==> config.mk <==
export PLATFORM = sky130hd
export DESIGN_NAME = i8008_mem_if
export DESIGN_NICKNAME = d
export VERILOG_FILES = /design/src/rtl/i8008_mem_if_pkg.sv /design/src/rtl/i8008_mem_if.sv
export SDC_FILE = /design/constraint.sdc
export NUM_CORES = 1
export LEC_CHECK = 0
export ABC_AREA = 1
export CORE_ASPECT_RATIO = 0.5
export CORE_MARGIN = 8
export CORE_UTILIZATION = 47
export CTS_CLUSTER_DIAMETER = 60
export DETAILED_ROUTE_END_ITERATION = 16
export GPL_ROUTABILITY_DRIVEN = 1
export GPL_TIMING_DRIVEN = 0
export PLACE_DENSITY = 0.85
export SYNTH_ARGS = -nofsm -noshare
export SYNTH_HDL_FRONTEND = slang
export SYNTH_SLANG_ARGS = --single-unit
==> constraint.sdc <==
create_clock -name clk -period 2.4 [get_ports clk]
set_input_delay 0.72 -clock clk [delete_from_list [all_inputs] [get_ports clk]]
set_output_delay 0.72 -clock clk [all_outputs]
set_load 0.01 [all_outputs]
==> src/rtl/i8008_mem_if_pkg.sv <==
// Types shared by the 8008 memory/IO bridge: core T-states, bus cycle types
// and the bridge FSM encoding.
package i8008_mem_if_pkg;

    typedef enum logic [2:0] {
        T1      = 3'd0,
        T1I     = 3'd1,
        T2      = 3'd2,
        T_WAIT  = 3'd3,
        T3      = 3'd4,
        STOPPED = 3'd5,
        T4      = 3'd6,
        T5      = 3'd7
    } state_t;

    // Cycle type is carried in D_out[7:6] during T2.
    typedef enum logic [1:0] {
        PCI = 2'b00,
        PCC = 2'b01,
        PCR = 2'b10,
        PCW = 2'b11
    } cyc_t;

    typedef enum logic [2:0] {
        IDLE    = 3'd0,
        ADDR    = 3'd1,
        RD_REQ  = 3'd2,
        HOLD    = 3'd3,
        WR_WAIT = 3'd4,
        WR_BUSY = 3'd5
    } fsm_t;

    function automatic logic is_t1(input state_t s);
        return (s == T1) || (s == T1I);
    endfunction

endpackage

==> src/rtl/i8008_mem_if.sv <==
// Bridge between the 8008 core's multiplexed T-state bus and a simple
// request/ack memory port plus a strobed I/O port.
module i8008_mem_if
    import i8008_mem_if_pkg::*;
#(
    parameter int ADDR_WIDTH = 14
) (
    input  logic                  clk,
    input  logic                  rst,
    input  state_t                state,
    input  logic                  Sync,
    input  logic [7:0]            D_out,
    output logic [7:0]            D_in,
    output logic                  READY,
    input  logic [7:0]            int_instr,
    output logic                  mem_req,
    output logic                  mem_we,
    output logic [ADDR_WIDTH-1:0] mem_addr,
    output logic [7:0]            mem_wdata,
    input  logic [7:0]            mem_rdata,
    input  logic                  mem_ack,
    output logic                  io_strobe,
    output logic [4:0]            io_port,
    output logic [7:0]            io_wdata,
    input  logic [7:0]            io_rdata
);

    fsm_t                  fsm_q, fsm_d;
    logic [7:0]            addr_lo_q, addr_lo_d;
    logic [5:0]            addr_hi_q, addr_hi_d;
    cyc_t                  cyc_q, cyc_d;
    logic                  int_cyc_q, int_cyc_d;
    logic                  pend_t1_q, pend_t1_d;
    logic                  pend_t2_q, pend_t2_d;
    logic [7:0]            d_in_q, d_in_d;
    logic                  ready_q, ready_d;
    logic                  mem_req_q, mem_req_d;
    logic                  mem_we_q, mem_we_d;
    logic [ADDR_WIDTH-1:0] mem_addr_q, mem_addr_d;
    logic [7:0]            mem_wdata_q, mem_wdata_d;
    logic                  io_strobe_q, io_strobe_d;
    logic [4:0]            io_port_q, io_port_d;
    logic [7:0]            io_wdata_q, io_wdata_d;

    logic                  dispatch_s;
    logic [5:0]            disp_hi_s;
    cyc_t                  disp_cyc_s;
    logic                  unused_sync_s;

    // Sync is observed only by external monitors.
    assign unused_sync_s = Sync;

    // Next-state and output computation for the bridge FSM.
    always_comb begin
        fsm_d       = fsm_q;
        addr_lo_d   = addr_lo_q;
        addr_hi_d   = addr_hi_q;
        cyc_d       = cyc_q;
        int_cyc_d   = int_cyc_q;
        pend_t1_d   = pend_t1_q;
        pend_t2_d   = pend_t2_q;
        d_in_d      = d_in_q;
        ready_d     = ready_q;
        mem_req_d   = mem_req_q;
        mem_we_d    = mem_we_q;
        mem_addr_d  = mem_addr_q;
        mem_wdata_d = mem_wdata_q;
        io_strobe_d = 1'b0;
        io_port_d   = io_port_q;
        io_wdata_d  = io_wdata_q;
        dispatch_s  = 1'b0;
        disp_hi_s   = D_out[5:0];
        disp_cyc_s  = cyc_t'(D_out[7:6]);

        if (is_t1(state)) begin
            addr_lo_d = D_out;
            int_cyc_d = (state == T1I);
        end else if (state == T2) begin
            addr_hi_d = D_out[5:0];
            cyc_d     = cyc_t'(D_out[7:6]);
        end else begin
            addr_lo_d = addr_lo_q;
        end

        case (fsm_q)
            IDLE: begin
                if (is_t1(state)) fsm_d = ADDR;
                else              fsm_d = IDLE;
            end
            ADDR: begin
                if (state == T2) dispatch_s = 1'b1;
                else             fsm_d = ADDR;
            end
            RD_REQ: begin
                if (mem_ack) begin
                    fsm_d     = HOLD;
                    mem_req_d = 1'b0;
                    d_in_d    = mem_rdata;
                    ready_d   = 1'b1;
                end else begin
                    fsm_d = RD_REQ;
                end
            end
            HOLD: begin
                if (state == T3) begin
                    fsm_d   = IDLE;
                    ready_d = 1'b0;
                end else begin
                    fsm_d = HOLD;
                end
            end
            WR_WAIT: begin
                if (state == T3) begin
                    fsm_d       = WR_BUSY;
                    mem_wdata_d = D_out;
                    mem_req_d   = 1'b1;
                    mem_we_d    = 1'b1;
                    ready_d     = 1'b0;
                end else begin
                    fsm_d = WR_WAIT;
                end
            end
            WR_BUSY: begin
                // The core may start its next cycle before the write completes;
                // remember T1/T2 and replay them once the ack arrives.
                if (is_t1(state)) pend_t1_d = 1'b1;
                else              pend_t1_d = pend_t1_q;
                if (mem_ack) begin
                    mem_req_d = 1'b0;
                    mem_we_d  = 1'b0;
                    pend_t1_d = 1'b0;
                    pend_t2_d = 1'b0;
                    if (state == T2) begin
                        dispatch_s = 1'b1;
                    end else if (pend_t2_q) begin
                        dispatch_s = 1'b1;
                        disp_hi_s  = addr_hi_q;
                        disp_cyc_s = cyc_q;
                    end else if (pend_t1_q || is_t1(state)) begin
                        fsm_d = ADDR;
                    end else begin
                        fsm_d = IDLE;
                    end
                end else if (state == T2) begin
                    pend_t2_d = 1'b1;
                end else begin
                    pend_t2_d = pend_t2_q;
                end
            end
            default: fsm_d = IDLE;
        endcase

        if (dispatch_s) begin
            if (int_cyc_q) begin
                fsm_d   = HOLD;
                d_in_d  = int_instr;
                ready_d = 1'b1;
            end else begin
                case (disp_cyc_s)
                    PCC: begin
                        fsm_d       = HOLD;
                        io_strobe_d = 1'b1;
                        io_port_d   = disp_hi_s[5:1];
                        io_wdata_d  = addr_lo_q;
                        d_in_d      = io_rdata;
                        ready_d     = 1'b1;
                    end
                    PCW: begin
                        fsm_d      = WR_WAIT;
                        mem_addr_d = ADDR_WIDTH'({disp_hi_s, addr_lo_q});
                        ready_d    = 1'b1;
                    end
                    default: begin
                        fsm_d      = RD_REQ;
                        mem_addr_d = ADDR_WIDTH'({disp_hi_s, addr_lo_q});
                        mem_req_d  = 1'b1;
                        mem_we_d   = 1'b0;
                        ready_d    = 1'b0;
                    end
                endcase
            end
        end else begin
            io_strobe_d = 1'b0;
        end
    end

    // State and output registers with synchronous reset.
    always_ff @(posedge clk) begin
        if (rst) begin
            fsm_q       <= IDLE;
            addr_lo_q   <= 8'h00;
            addr_hi_q   <= 6'h00;
            cyc_q       <= PCI;
            int_cyc_q   <= 1'b0;
            pend_t1_q   <= 1'b0;
            pend_t2_q   <= 1'b0;
            d_in_q      <= 8'h00;
            ready_q     <= 1'b0;
            mem_req_q   <= 1'b0;
            mem_we_q    <= 1'b0;
            mem_addr_q  <= {ADDR_WIDTH{1'b0}};
            mem_wdata_q <= 8'h00;
            io_strobe_q <= 1'b0;
            io_port_q   <= 5'd0;
            io_wdata_q  <= 8'h00;
        end else begin
            fsm_q       <= fsm_d;
            addr_lo_q   <= addr_lo_d;
            addr_hi_q   <= addr_hi_d;
            cyc_q       <= cyc_d;
            int_cyc_q   <= int_cyc_d;
            pend_t1_q   <= pend_t1_d;
            pend_t2_q   <= pend_t2_d;
            d_in_q      <= d_in_d;
            ready_q     <= ready_d;
            mem_req_q   <= mem_req_d;
            mem_we_q    <= mem_we_d;
            mem_addr_q  <= mem_addr_d;
            mem_wdata_q <= mem_wdata_d;
            io_strobe_q <= io_strobe_d;
            io_port_q   <= io_port_d;
            io_wdata_q  <= io_wdata_d;
        end
    end

    assign D_in      = d_in_q;
    assign READY     = ready_q;
    assign mem_req   = mem_req_q;
    assign mem_we    = mem_we_q;
    assign mem_addr  = mem_addr_q;
    assign mem_wdata = mem_wdata_q;
    assign io_strobe = io_strobe_q;
    assign io_port   = io_port_q;
    assign io_wdata  = io_wdata_q;

endmodule

---- Word level (Yosys, flattened, before mapping) ----
Cells that the tools add are included.
storage, ports and cells
  flip-flop bits (word level) ............. 69
  input port bits ......................... 39
  output and inout port bits .............. 47
  word-level logic and storage cells ...... 109
operators by class
  eq/ne operators ......................... 16
  mux-type cells .......................... 54
  bitwise gates (word level) .............. 4
  reductions and logical operators ........ 19
operator list
  cell                                                                   count
  8-bit two-way mux                                                      5
  1-bit two-way mux                                                      28
  6-bit two-way mux                                                      4
  3-bit two-way mux                                                      6
  3-bit one-hot mux with 6 select lines                                  1
  3-bit != test, second input constant                                   5
  2-bit two-way mux                                                      5
  3-bit by 2-bit equality test with 1-bit output, second input constant  3
  3-bit equality test, second input constant                             3
  3-bit AND reduction                                                    3
  1-bit one-hot mux with 2 select lines                                  4
  2-bit AND reduction                                                    4
  3-bit by 1-bit equality test with 1-bit output, second input constant  2
  3-bit logical NOT                                                      2
  3-bit one-hot mux with 2 select lines                                  1
  2-bit OR reduction                                                     3
  1-bit inverter                                                         4
  4-bit AND reduction                                                    1
  2-bit nonzero test                                                     2
  3-bit by 1-bit != test with 1-bit output, second input constant        1
  3-bit nonzero test                                                     1
  3-bit OR reduction                                                     1
  2-bit by 1-bit equality test with 1-bit output, second input constant  1
  2-bit equality test, second input constant                             1
  1-bit logical OR                                                       2

---- Depth between registers and ports, before layout ----
Gate-level depths: netlist (run 1).
  depth in word-level cells ............... 9
  depth in mapped cells ................... 14

---- Worst setup path after synthesis (run 1) ----
Ideal clock, no wire load.
  path kind ............................... input-to-reg
  from .................................... in state[0]
  to ...................................... reg mem_addr_q[3], in the netlist mem_addr[3]
  arrival ................................. 1.845 ns
  path slack .............................. 0.439 ns
  cell stages on the path ................. 13
  path buffers ............................ 1
  cell sequence ........................... inv_2 > nand2_2 > nor2_4 > nand2_1 > nand2_1 > nand2_1 > inv_2 > nand2_4 > inv_2 > nand2_2 > buf_4 > o21ai_0 > nor2_1
on the way
  cells in the longest elaborated chain, start to end .. 7
  elaborated cells between the ends (all ways) .. 11
  classes of those cells .................. eq/ne: 2; mux: 7; bitwise: 1; reduce/logical: 1
ends and longest elaborated chain
  item                                              RTL line                                 source
  from (decl)                                       i8008_mem_if.sv:10                       input state_t state,
  3-bit by 2-bit equality test with 1-bit output *  i8008_mem_if.sv:91, i8008_mem_if.sv:133
  2-bit two-way mux                                 i8008_mem_if.sv:133                      if (state == T2) begin
  2-bit two-way mux                                 i8008_mem_if.sv:128                      if (mem_ack) begin
  2-bit two-way mux                                 i8008_mem_if.sv:85                       case (fsm_q)
  2-bit by 1-bit equality test with 1-bit output    i8008_mem_if.sv:159                      case (disp_cyc_s)
  1-bit inverter (no source line)                   --
  3-bit AND reduction (no source line) *            --
  to (signal assigned)                              i8008_mem_if.sv:201                      mem_addr_q <= {ADDR_WIDTH{1'b0}};
  to (signal assigned)                              i8008_mem_if.sv:218                      mem_addr_q <= mem_addr_d;
  to (decl)                                         i8008_mem_if.sv:39                       logic [ADDR_WIDTH-1:0] mem_addr_q, mem_addr_d;
Every way passes the cells marked *; elsewhere a longest branch is shown, timed or not.
A chain may end at the register's enable or synchronous reset.

---- Final worst setup path (run 1) ----
  from .................................... in state[0]
  to ...................................... reg io_wdata_q[5], in the netlist io_wdata[5]
on the way
  cells in the longest elaborated chain, start to end .. 6
  elaborated cells between the ends (all ways) .. 10
  classes of those cells .................. eq/ne: 2; mux: 7; reduce/logical: 1
ends and longest elaborated chain
  item                                              RTL line                                 source
  3-bit by 2-bit equality test with 1-bit output *  i8008_mem_if.sv:91, i8008_mem_if.sv:133
  2-bit two-way mux                                 i8008_mem_if.sv:133
  2-bit two-way mux                                 i8008_mem_if.sv:128
  2-bit two-way mux                                 i8008_mem_if.sv:85
  2-bit by 1-bit equality test with 1-bit output    i8008_mem_if.sv:159
  3-bit AND reduction (no source line) *            --
  to (signal assigned)                              i8008_mem_if.sv:222                      io_wdata_q <= io_wdata_d;
  to (decl)                                         i8008_mem_if.sv:43                       logic [7:0] io_wdata_q, io_wdata_d;
Marks and branches as above.

==> results.txt, run 1 <==
----------------------------------------------------
[Global routing]
  First-pass GRT wire length ... 14.2 mm
  Combined global-route utilization of all metal layers ... 19.1%
  Largest net degree at the start of global routing ... 14
  Number of global-route vias before repair ... ~3,000
  Total gr overflow ... 0
  Number of antenna violations at the first check in global routing ... 0

[Placed design]
  Placer congestion estimate ... 0.963
  Buffers on Ports ... between 80 and 90
  Post-DP HPWL ... 6.30 mm
  Minimum setup slack after placement ... -0.346 ns

[Floorplan]
  CORE AREA ... 6130 sq um
  Width of the die ... 129 microns
  Top-level port count ... 86
  Die ar. ... 9380 sq um
  Effective utilization at floorplan ... 49.1%
  Rows ... 20
  Die Height ... ~73 microns

[Logic synthesis]
  Compound-Gate Fraction of Synth Area ... 16.9%
  Simple-gate portion of the synthesized area ... 30.1%
  Avg Synthesized Cell Area ... 7.02 sq um
  Syn Nets ... 468
  Number of synthesized register bits ... about 70
  Cell types with the largest area share after synthesis ... sky130_fd_sc_hd__dfxtp_1, sky130_fd_sc_hd__nor2_1, sky130_fd_sc_hd__nand2_1, sky130_fd_sc_hd__o21ai_0, sky130_fd_sc_hd__a21oi_1
  Number of standard cells after synthesis ... 429
  Unique masters post-synth ... 29
  Share of the synthesized area in the top cell type ... 45.9%
  Library cell occupying the most area in the post-synthesis netlist ... sky130_fd_sc_hd__dfxtp_1
  Mux share of post-synthesis cell area ... 0%
  Number of warning messages in the yosys log ... 0
  Synth Area in Adders ... 0%
  Main combinational cell family by area after synthesis ... simple AND/OR/NAND/NOR gates
  Synth Cell Area ... 3010 sq um
  Proportion of synthesized chip area in sequential cells ... between 40 and 50%
  Post-Synth XOR/XNOR Area ... 0%

[Route]
  Number of antenna-violating nets in the routed design ... 0
  DRC violations left ... 0
  DRT Wirelength ... 8.57 mm
  Wire length per cell after detailed routing ... 13.8 microns
  Via density per instance ... 4.93
  Drt initial violations ... around 250
  Number of search-and-repair iterations in the first detailed-routing pass ... 7
  Detailed-route via count ... 3,052

[Status]
  Result of the run ... finished, final reports clean

[STA]
  Largest clock skew in the final design ... 0.00539 ns
  Timing-limited maximum frequency ... ~0.43 GHz
  Slew at the pin closest to its max-slew limit ... 0.528 ns
  Minimum clock period after layout ... 2.32 ns
  Period Utilization, post-route ... a little over nine tenths
  Hold violation total from the final report ... 0
  Finish-stage setup viols ... 0
  Relative slew margins ... roughly 65%
  Pins over their slew limit ... 0
  Worst Setup Slack, final ... 0.0785 ns

[Clock tree]
  Count of hold-fix buffers inserted at cts ... 0
  CTS tree ... done
  CTS root buffer ... sky130_fd_sc_hd__clkbuf_16
  Clock edge transition at the registers on the reported setup and hold paths ... approximately 0.06 ns
  CTS H-tree depth ... 3
  Source-to-sink clock delay at the later pin of the worst-skew pair ... approximately 0.33 ns
  CTS Buf Count ... 9
  Number of sinks driven by the clock tree ... 69
  Bufs on Longest Clock Path ... 2

[Worst hold path]
  Hold crit path type ... reg -> reg
  End of the worst hold path ... io_port[0]
  Cell count of the worst hold path ... 2
  Origin of the worst min-delay path ... io_port[0]

[Critical path]
  Worst r2r src ... fsm_q[2]
  Worst endpoint required time ... 2.62 ns
  Kind of launch point of the worst setup path ... primary input
  Worst Path Max Fanout ... 10
  End of the worst register-to-register path ... mem_addr[4]
  Internal reg-to-reg setup slack ... 0.55 ns
  Element type at the critical path end ... flop
  Number of cell instances on the worst register-to-register path ... 10
  Kind of critical path ... in -> reg
  Arrival time at the worst endpoint ... about 2.5 ns

[Pwr]
  Overall power consumption ... around 0.0027 W
  Total power divided by cell area ... between 600 and 700 nW/um^2
  Max rail drop VDD ... 317 uV
  Lkg Pwr ... 1.77 nW

[Layout]
  Highest-count cells in the layout ignoring fill and taps ... sky130_fd_sc_hd__nor2_1, sky130_fd_sc_hd__nand2_1, sky130_fd_sc_hd__clkdlybuf4s50_1, sky130_fd_sc_hd__dfxtp_1, sky130_fd_sc_hd__o21ai_0
  Layout overhead on the synthesized area ... 42.9%
  # diodes ... 0
  Most common cell after layout, fill and taps aside ... sky130_fd_sc_hd__nor2_1
  Count of nets after finishing ... 565
  Layout cell share with drive strength beyond 1 ... around a tenth

[Job]
  # Max-Cap Violations ... 0

----------------------------------------------------
repair_timing:
item | in CTS | in global routing
resized for setup | 1 | 7
hold endpoints to repair | 0 | 0
endpoints found under the setup margin | 1 | 31
pin swaps | 0 | 2
buffers inserted | 0 | 2
routing by layer:
layer / vias up / share of wire, % / global-route usage, %
met2: 98 / 47 / 32.5
li1: 1567 / - / -
met5: - / 0 / 0
met4: 0 / 1.5 / 7.48
met1: 1377 / 44 / 21.2
met3: 10 / 8.0 / 7.58
metrics by stage:
| stage | hold WS, ns | std cells | area [sq um] | setup TNS (ns) | utilization [%] |
|---|---|---|---|---|---|
| floorplan | 0.425 | 429 | 3010 | 0 | - |
| global placement | 0.439 | 601 | 3960 | -6.48 | 64.6 |
| detailed placement | 0.444 | 601 | 3960 | -7.68 | 64.6 |
| CTS | 0.455 | 617 | 4260 | 0 | 69.5 |
| global route | 0.474 | 619 | 4300 | -0.00169 | 70.2 |
| finish | 0.453 | 619 | 4300 | 0 | 70.2 |
worst max-delay path by stage:
stage	startpoint	endpoint	cells after the start
global route	state[1]	mem_addr[4]	13
global placement	state[1]	mem_addr[4]	13
detailed placement	state[0]	mem_addr[4]	14
floorplan	state[0]	mem_addr[3]	13
CTS	state[2]	io_port[3]	10
finish	state[0]	io_wdata[5]	14
state kept, by name, summed over array words and instances (netlist names), 2 cells and up:
name / flops
mem_addr: 14
addr_hi_q: 6
io_wdata: 8
mem_wdata: 8
D_in: 8
cyc_q: 2
addr_lo_q: 8
io_port: 5
fsm_q: 3
synthesized netlist by cell type, drive strengths merged:
cell and number:
nor2 102, nand2 97, dfxtp 69, o21ai 61
a21oi 33, inv 33, clkbuf 11, nand3 9
buf 4, nand4 3, clkinv 2, nor3 2
a22oi 1, o32ai 1, or2 1
area by class of cell:
type	instances	area (sq um)
clock buffers	9	225
clock inverters	7	73.8
fillers	486	1830
repair buffers	86	856
inverters	35	134
plain buffers	15	80.1
well taps	88	110
flip-flops and latches	69	1380
multi-input cells	310	1440
cell families (layout without fill, tap and decap cells):
group	count (synthesis)	after routing
simple gates	214	214
compound gates	96	96
flops	69	69
buf+inv	50	152
worst max-delay path, stage by stage:
cell	delay [ns]
sky130_fd_sc_hd__clkdlybuf4s50_1	0.49
sky130_fd_sc_hd__inv_2	0.07
sky130_fd_sc_hd__nand2_2	0.08
sky130_fd_sc_hd__nor2_4	0.05
sky130_fd_sc_hd__buf_4	0.15
sky130_fd_sc_hd__nor2_4	0.12
sky130_fd_sc_hd__nor2_1	0.07
sky130_fd_sc_hd__nor2_2	0.15
sky130_fd_sc_hd__nand2_4	0.10
sky130_fd_sc_hd__nor2_8	0.13
sky130_fd_sc_hd__inv_2	0.08
sky130_fd_sc_hd__buf_6	0.15
sky130_fd_sc_hd__nor2_1	0.12
sky130_fd_sc_hd__nor2_1	0.07
power breakdown:
part,internal (W),switching [W],leakage (nW),total (W)
combinational,0.0000905,0.000108,1.07,0.000198
sequential,0.00117,0.0000158,0.558,0.00118
clock,0.000807,0.000507,0.146,0.00131
total,0.00206,0.000631,1.77,0.00269
Power figures use the tool's default switching activity.
==> run 2: changes to the inputs <==
- SLEW_MARGIN: default -> 30
==> results of run 2 <==
No change in the layout: final DEF, timing and power equal those of run 1.
==> run 3: changes to the inputs <==
- SKIP_LAST_GASP: default -> 1
==> results of run 3 <==
No change in the layout: final DEF, timing and power equal those of run 1.
